<file path="src/rtl/bounded_updown_counter_pkg.sv">
// Shared types and constants for bounded_updown_counter (package cnt_pkg).
//   cnt_mode_e : wrap / saturate boundary behaviour
//   CNT_DIR_*  : direction encoding of up_dn
package cnt_pkg;

    typedef enum logic {
        CNT_MODE_WRAP = 1'b0,
        CNT_MODE_SAT  = 1'b1
    } cnt_mode_e;

    localparam logic CNT_DIR_UP = 1'b1;
    localparam logic CNT_DIR_DN = 1'b0;

endpackage

</file>
<file path="src/rtl/bounded_updown_counter_if.sv">
// Control/status bundle of bounded_updown_counter.
//   master : drives clr, load, d, en, up_dn, mode, lo, hi; observes status
//   slave  : the counter; drives count, tc, sat_hit, cfg_err
interface bounded_updown_counter_if #(
    parameter int unsigned WIDTH = 4
);
    logic             clr;
    logic             load;
    logic [WIDTH-1:0] d;
    logic             en;
    logic             up_dn;
    logic             mode;
    logic [WIDTH-1:0] lo;
    logic [WIDTH-1:0] hi;
    logic [WIDTH-1:0] count;
    logic             tc;
    logic             sat_hit;
    logic             cfg_err;

    modport master (
        output clr, load, d, en, up_dn, mode, lo, hi,
        input  count, tc, sat_hit, cfg_err
    );

    modport slave (
        input  clr, load, d, en, up_dn, mode, lo, hi,
        output count, tc, sat_hit, cfg_err
    );
endinterface

</file>
<file path="src/rtl/bounded_updown_counter_prescaler.sv">
// cnt_prescaler: enable-rate divider, built only when CNT_PRESCALE_EN is defined.
//   clk, rst_n : clock, async active-low reset
//   clr        : synchronous return to phase 0
//   en         : advance the phase counter
//   tick       : combinational, high on the en cycle at phase DIV-1
`ifdef CNT_PRESCALE_EN
module cnt_prescaler #(
    parameter int unsigned DIV = 4
) (
    input  logic clk,
    input  logic rst_n,
    input  logic clr,
    input  logic en,
    output logic tick
);
    localparam int unsigned PW = (DIV > 2) ? $clog2(DIV) : 1;

    logic [PW-1:0] phase_q;
    logic [PW-1:0] phase_d;

    // Phase advance; wraps to 0 on the tick cycle
    always_comb begin
        tick    = 1'b0;
        phase_d = phase_q;
        if (clr) begin
            phase_d = '0;
        end else if (en) begin
            if (phase_q == PW'(DIV - 1)) begin
                tick    = 1'b1;
                phase_d = '0;
            end else begin
                phase_d = phase_q + PW'(1);
            end
        end
    end

    always_ff @(posedge clk or negedge rst_n) begin
        if (!rst_n) phase_q <= '0;
        else        phase_q <= phase_d;
    end
endmodule
`endif

</file>
<file path="src/rtl/bounded_updown_counter.sv">
// Bounded up/down counter with programmable [lo, hi], wrap or saturate mode,
// synchronous clear/load, terminal-count pulse and sticky saturation flag.
// Optional enable prescaler when CNT_PRESCALE_EN is defined.
//   clk, rst_n : clock, async active-low reset
//   bus        : slave side of bounded_updown_counter_if
//                (clr, load, d, en, up_dn, mode, lo, hi -> count, tc, sat_hit, cfg_err)
module bounded_updown_counter
    import cnt_pkg::*;
#(
    parameter int unsigned     WIDTH     = 4,
    parameter logic [WIDTH-1:0] RESET_VAL = '0
`ifdef CNT_PRESCALE_EN
    ,
    parameter int unsigned     PRESCALE_DIV = 4
`endif
) (
    input  logic                    clk,
    input  logic                    rst_n,
    bounded_updown_counter_if.slave bus
);

    logic [WIDTH-1:0] count_q;
    logic [WIDTH-1:0] count_d;
    logic             tc_q;
    logic             tc_d;
    logic             sat_q;
    logic             sat_d;
    logic             step_c;
    logic             boundary_c;
    logic             is_sat_c;

`ifdef CNT_PRESCALE_EN
    logic pre_clr_c;
    assign pre_clr_c = bus.clr | bus.load;

    cnt_prescaler #(
        .DIV (PRESCALE_DIV)
    ) u_prescaler (
        .clk   (clk),
        .rst_n (rst_n),
        .clr   (pre_clr_c),
        .en    (bus.en),
        .tick  (step_c)
    );
`else
    assign step_c = bus.en;
`endif

    assign is_sat_c = (cnt_mode_e'(bus.mode) == CNT_MODE_SAT);

    // Next state: clr > load > step > hold; out-of-range counts fall into the boundary branch
    always_comb begin
        count_d    = count_q;
        tc_d       = 1'b0;
        sat_d      = sat_q;
        boundary_c = 1'b0;
        if (bus.clr) begin
            count_d = '0;
            sat_d   = 1'b0;
        end else if (bus.load) begin
            count_d = bus.d;
        end else if (step_c) begin
            if (bus.up_dn == CNT_DIR_UP) begin
                if (count_q >= bus.hi) begin
                    boundary_c = 1'b1;
                    count_d    = is_sat_c ? bus.hi : bus.lo;
                end else begin
                    count_d = count_q + WIDTH'(1);
                end
            end else begin
                if (count_q <= bus.lo) begin
                    boundary_c = 1'b1;
                    count_d    = is_sat_c ? bus.lo : bus.hi;
                end else begin
                    count_d = count_q - WIDTH'(1);
                end
            end
            if (boundary_c) begin
                tc_d = 1'b1;
                if (is_sat_c) sat_d = 1'b1;
            end
        end
    end

    always_ff @(posedge clk or negedge rst_n) begin
        if (!rst_n) begin
            count_q <= RESET_VAL;
            tc_q    <= 1'b0;
            sat_q   <= 1'b0;
        end else begin
            count_q <= count_d;
            tc_q    <= tc_d;
            sat_q   <= sat_d;
        end
    end

    assign bus.count   = count_q;
    assign bus.tc      = tc_q;
    assign bus.sat_hit = sat_q;
    assign bus.cfg_err = (bus.lo > bus.hi);

endmodule

</file>
<file path="src/flat_wrapper.sv">
// flat-port wrapper written by rule: the top's interface ports become plain ports
module bounded_updown_counter_flat import cnt_pkg::*;
#(
    parameter int unsigned     WIDTH     = 4,
    parameter logic [WIDTH-1:0] RESET_VAL = '0

)
  (clk, rst_n, bus_clr, bus_load, bus_d, bus_en, bus_up_dn, bus_mode, bus_lo, bus_hi, bus_count, bus_tc, bus_sat_hit, bus_cfg_err);
  bounded_updown_counter_if #(.WIDTH(WIDTH)) bus_i ();
  input  logic clk;
  input  logic rst_n;
  input wire logic [$bits(bus_i.clr)-1:0] bus_clr;
  input wire logic [$bits(bus_i.load)-1:0] bus_load;
  input wire logic [$bits(bus_i.d)-1:0] bus_d;
  input wire logic [$bits(bus_i.en)-1:0] bus_en;
  input wire logic [$bits(bus_i.up_dn)-1:0] bus_up_dn;
  input wire logic [$bits(bus_i.mode)-1:0] bus_mode;
  input wire logic [$bits(bus_i.lo)-1:0] bus_lo;
  input wire logic [$bits(bus_i.hi)-1:0] bus_hi;
  output wire logic [$bits(bus_i.count)-1:0] bus_count;
  output wire logic [$bits(bus_i.tc)-1:0] bus_tc;
  output wire logic [$bits(bus_i.sat_hit)-1:0] bus_sat_hit;
  output wire logic [$bits(bus_i.cfg_err)-1:0] bus_cfg_err;
  assign bus_i.clr = bus_clr;
  assign bus_i.load = bus_load;
  assign bus_i.d = bus_d;
  assign bus_i.en = bus_en;
  assign bus_i.up_dn = bus_up_dn;
  assign bus_i.mode = bus_mode;
  assign bus_i.lo = bus_lo;
  assign bus_i.hi = bus_hi;
  assign bus_count = bus_i.count;
  assign bus_tc = bus_i.tc;
  assign bus_sat_hit = bus_i.sat_hit;
  assign bus_cfg_err = bus_i.cfg_err;
  bounded_updown_counter #(.WIDTH(WIDTH), .RESET_VAL(RESET_VAL)) u_core (.clk(clk), .rst_n(rst_n), .bus(bus_i));
endmodule
</file>
<file path="config.mk">
export PLATFORM = sky130hd
export DESIGN_NAME = bounded_updown_counter_flat
export DESIGN_NICKNAME = d
export VERILOG_FILES = /design/src/rtl/bounded_updown_counter_pkg.sv /design/src/rtl/bounded_updown_counter_if.sv /design/src/rtl/bounded_updown_counter_prescaler.sv /design/src/rtl/bounded_updown_counter.sv /design/src/flat_wrapper.sv
export SDC_FILE = /design/constraint.sdc
export NUM_CORES = 1
export LEC_CHECK = 0
export BUFFER_PORTS_ARGS = -buffer_cell sky130_fd_sc_hd__buf_4
export CAP_MARGIN = 15
export CORE_MARGIN = 2
export CORE_UTILIZATION = 53
export CTS_BUF_LIST = sky130_fd_sc_hd__clkbuf_8
export CTS_CLUSTER_SIZE = 14
export DETAILED_ROUTE_END_ITERATION = 6
export GPL_ROUTABILITY_DRIVEN = 0
export PLACE_DENSITY = 0.81
export SLEW_MARGIN = 20
export SYNTH_ARGS = -nofsm -noshare
export SYNTH_HDL_FRONTEND = slang
export SYNTH_HIERARCHICAL = 1
export SYNTH_SLANG_ARGS = --single-unit
</file>
<file path="constraint.sdc">
create_clock -name clk -period 2.6 [get_ports clk]
set_input_delay 0.26 -clock clk [delete_from_list [all_inputs] [get_ports clk]]
set_output_delay 0.26 -clock clk [all_outputs]
set_load 0.02 [all_outputs]
</file>
# ---- After elaboration in Yosys (flattened, before gate mapping)
# Index checks and enable logic that the tools add are counted.
dict set report word_totals {
  output_inout_bits 7
  wordCells 37
  register_bits 6
  in_bits 19
}
dict set report op_classes {
  n_reduce_logical 5
  n_eq_ne 1
  magnitude_cmp 3
  add_sub_neg 2
  muxes 23
}
# cell n
set ops {}
lappend ops {{two-way mux 4 bit} 8}
lappend ops {{two-way mux 1 bit} 15}
lappend ops {{nonzero test 2 bit} 3}
lappend ops {{adder 4 x 1 -> 4 bit, second input constant} 1}
lappend ops {{greater-or-equal comparator 4 bit} 1}
lappend ops {{greater-than comparator 4 bit} 1}
lappend ops {{less-or-equal comparator 4 bit} 1}
lappend ops {{AND reduction 4 bit} 1}
lappend ops {{subtractor 4 x 1 -> 4 bit, second input constant} 1}
lappend ops {{nonzero test 3 bit} 1}
lappend ops {{!= test 2 bit, second input constant} 1}

# ---- Longest topological paths before layout
dict set report logic_depth {
  ltp_word 10
  ltp_mapped 8
  ltp_nobuf 7
}

# ---- Least setup slack after synthesis
# OpenSTA, ideal clock, no wires.
dict set report synth_timing {
  path_type {register to register}
  start {register u_core.count_q[1] (netlist: u_core/bus.count[1])}
  end {register u_core.count_q[2] (netlist: u_core/bus.count[2])}
  setup_ns 0.122
  synth_period_minus_slack_ns 2.395
  required_time_ns 2.478
  arrival_ns 2.274
  n_path_buf 1
  path_stages_with_launch 8
  path_slack_ns 0.205
  path_cell_list {dfrtp_1 > ha_1 > nor2b_1 > or4_4 > and3_4 > buf_6 > a211o_1 > a2111oi_1}
}
dict set report synth_between {
  elab_chain_len 6
  word_cells_on_any_way 10
  classes_between {2 x add/sub; 2 x order compare; 6 x mux}
}
# element line_no
set synth_lines {}
lappend synth_lines {{from (decl)} bounded_updown_counter.sv:22} ;# logic [WIDTH-1:0] count_q;
lappend synth_lines {{from (signal assigned)} bounded_updown_counter.sv:91} ;# count_q <= count_d;
lappend synth_lines {{subtractor 4 x 1 -> 4 bit, or another cell as far along} bounded_updown_counter.sv:75} ;# count_d = count_q - WIDTH'(1);
lappend synth_lines {{two-way mux 4 bit (on tied branches)} {bounded_updown_counter.sv:71, bounded_updown_counter.sv:64}}
lappend synth_lines {{two-way mux 4 bit (*)} bounded_updown_counter.sv:63} ;# if (bus.up_dn == CNT_DIR_UP) begin
lappend synth_lines {{two-way mux 4 bit (*)} bounded_updown_counter.sv:62} ;# end else if (step_c) begin
lappend synth_lines {{two-way mux 4 bit (*)} bounded_updown_counter.sv:60} ;# end else if (bus.load) begin
lappend synth_lines {{two-way mux 4 bit (*)} bounded_updown_counter.sv:57} ;# if (bus.clr) begin
# Mark *: on every way between the ends. The rest lies on a longest branch, timed or not. The select of a mux whose other input is x is not followed.
# A chain may end at the register's enable or synchronous reset.

# ---- Worst setup path after layout
dict set report layout_timing {
  start {register u_core.count_q[3] (netlist: u_core/bus.count[3])}
  end {register u_core.count_q[2] (netlist: u_core/bus.count[2])}
}
dict set report layout_between {
  elab_chain_len 6
  word_cells_on_any_way 8
  classes_between {2 x order compare; 6 x mux}
}
# element line_no
set layout_lines {}
lappend layout_lines {{less-or-equal comparator 4 bit / greater-or-equal comparator 4 bit (equally long branches)} {bounded_updown_counter.sv:71, bounded_updown_counter.sv:64}}
lappend layout_lines {{two-way mux 4 bit (on tied branches)} {bounded_updown_counter.sv:71, bounded_updown_counter.sv:64}}
lappend layout_lines {{two-way mux 4 bit (*)} bounded_updown_counter.sv:63}
lappend layout_lines {{two-way mux 4 bit (*)} bounded_updown_counter.sv:62}
lappend layout_lines {{two-way mux 4 bit (*)} bounded_updown_counter.sv:60}
lappend layout_lines {{two-way mux 4 bit (*)} bounded_updown_counter.sv:57}
# Marked as above.

==> qor.txt <==
Starting Density: 0.583
Worst EP required: 2690 ps
global route hottest layer: met2
Lkg Pwr: 0.000583 uW
Gate power share: 0.505
status: complete, no violations
vias in the first global route: 958
synth cell count leaders: 14 x ha_1, 12 x inv_1, 11 x nand2_1, 7 x nor2_1, 6 x dfrtp_1
RSZ-0062 raised after global routing: false
Synth Net Count: 145
fin cells: 156
clock root cell: clkbuf_8
Fmax achieved: 437 MHz
Post-synth EDFFs: 0
sequential area share after synthesis: 0.165
CTS tree: yes
Final period util: 0.881
# H-tree levels: 1
Sink Count: 6
Sw Share: 0.373
arrival time worst endpoint: 2380 ps
fillers: 118
Post-CTS Resized: 0
DRC: 0
Ys Warns: 6
detailed router's first-iteration violation count: 37
post-route setup TNS: 0 ps
crit end category: register
critical path class: reg -> reg
Post-Place Cells: 152
Synth area leader: ha_1
die area: 0.00206 mm^2
Area Overhead vs Synth: 28.9%
clk_lat worst skew: 230 ps
Die X: 45.4 um
GRT Overall Usage: 0.288
Hold Crit Class: in -> reg
synthesized area per cell: 8.11 um^2
final setup fails: 0
Cell Area, Synth: 908 um^2
count leader, synth: ha_1
Storage cell area: 150 um^2
number of placed I/O pins: 26
Die H: 45.4 um
Ant. Diodes: 0
Pwr per Cell Area: 435 mW/mm^2
Synth area leaders: ha_1 19%, dfrtp_1 17%, mux2i_1 5.5%
CP Launch Type: register
routed length per instance: 16.4 um
drt via density: 6.22
Distinct cells, synth: 35
asr flop ratio synth: 1.00
M3 GR Usage: 0.0794
Num CTS Buffers: 3
largest net degree at the start of global routing: 14
Total Wirelength: 2.56 mm
slew at the pin with the worst max-slew slack: 427 ps
worst vdd ir: 0.443 mV
global-route wire length before repair: 4.20 mm
Rel. slew slack: 0.712
Worst Skew: 5.02 ps
P_int: 319 uW
share of cells above drive strength 1: 0.279
Slew Limit Fails: 0
Clock transition at path regs: 40 ps
sequential share of power: 0.213
FP Rows: 14
maximum clock insertion buffer count: 2
Post-CTS Setup Repair Bufs: 0
Seq cells post-synth: 6
Crit Path Max Fanout: 6
Routed Antenna Nets: 0
Core ar.: 0.00156 mm^2
Final #Nets: 175
post-DP HPWL: 2.09 mm
GR Overflow Total: 0
ys flop type: dfrtp_1
routed vias: 971
crit path time final: 2290 ps
Synth top area share: 0.193
placed cell areas: 0.00112 mm^2
met1 global-route usage: 0.365
cell count after synthesis: 112
M2 GR Usage: 0.476
switching pwr: 190 uW
port bufs: 25
initial antenna violation count: 0
clock group share of total power: 0.282
max_cap viols: 0
TritonRoute pass-1 iters: 4
area occupied by multi-input gates: 687 um^2
Fin. Hold Viols: 0
Finished Cell Area: 0.00117 mm^2
==> flip-flops by register name (all words and copies together) (netlist names) <==
register	count
u_core/bus.tc	1
u_core/bus.sat_hit	1
u_core/bus.count	4
==> layout by cell type, fill, tap and decap left out, types with 2 or more instances in the layout <==
master and n:
ha_1 14, o2111ai_1 2, clkbuf_8 3, a211o_1 3, a41oi_1 2, a311oi_1 3
nand2_1 11, nor3_1 5, dfrtp_1 6, buf_4 29, nor4_1 3, a31oi_1 3
mux2_2 2, nor2_1 7, a2111oi_1 3, nor2b_1 2, or2_2 2, o21ai_0 3
xor2_1 2, inv_1 12, xnor2_1 2, nand2b_1 2, o211ai_1 2, mux2i_1 5
nand3_1 2
==> cell type report <==
type                    instances  share of cell area
clock buffers                   3              0.0353
multi-input cells              89               0.587
well taps                      16              0.0171
flip-flops and latches          6               0.128
repair buffers                 30               0.194
inverters                      12              0.0385
==> power by group through the flow <==
stage | Combinational, uW | Clock (uW) | Sequential (uW)
finish | 257 | 144 | 108
global route | 282 | 150 | 109
CTS | 254 | 144 | 108
detailed placement | 250 | 0 | 109
global placement | 241 | 0 | 109
floorplan | 149 | 0 | 123
==> path summary, 6_finish.rpt <==
path	from	to	slack, ps	depth (start not counted)
max	u_core/bus.count[3]	u_core/bus.count[2]	310	5
min	bus_clr	u_core/bus.count[1]	250	2
max reg2reg	u_core/bus.count[3]	u_core/bus.count[2]	310	5
min reg2reg	u_core/bus.sat_hit	u_core/bus.sat_hit	480	1
max in group asynchronous	rst_n	u_core/bus.tc	2060	2
min in group asynchronous	rst_n	u_core/bus.count[0]	410	2
==> worst max-delay path: stages (launching register included) <==
cell and delay, ps:
dfrtp_1 450, ha_1 250, or4_4 550, and3_4 220, a211o_1 260, a2111oi_1 420
==> per-layer routing <==
layer | vias to the layer above | share of wire
li1 | 478 | -
met1 | 435 | 0.43
met2 | 50 | 0.47
met3 | 8 | 0.084
met4 | 0 | 0.020
met5 | - | 0
==> cells by family after synthesis <==
logic type	after synthesis	synth area share
flops	6	0.165
mux	7	0.0799
fa+ha+maj	14	0.193
simple gates	38	0.216
buf+inv	17	0.0785
compound gates	26	0.229
xor+xnor	4	0.0386
==> metrics by stage <==
stage,hold WS [ps],worst slack [ps],utilization,power [uW]
after floorplan,-35.6,205,-,271
after global routing,259,213,0.751,540
after detailed placement,75.6,331,0.718,359
after CTS,248,333,0.751,506
after global placement,73.8,426,0.718,350
final,249,310,0.751,510
==> what timing repair did <==
item,in CTS,in global routing
hold buffers,1,0
endpoints found under the setup margin,0,0
hold endpoints to repair,6,0
No activity file was read; power rests on OpenSTA's default activity.
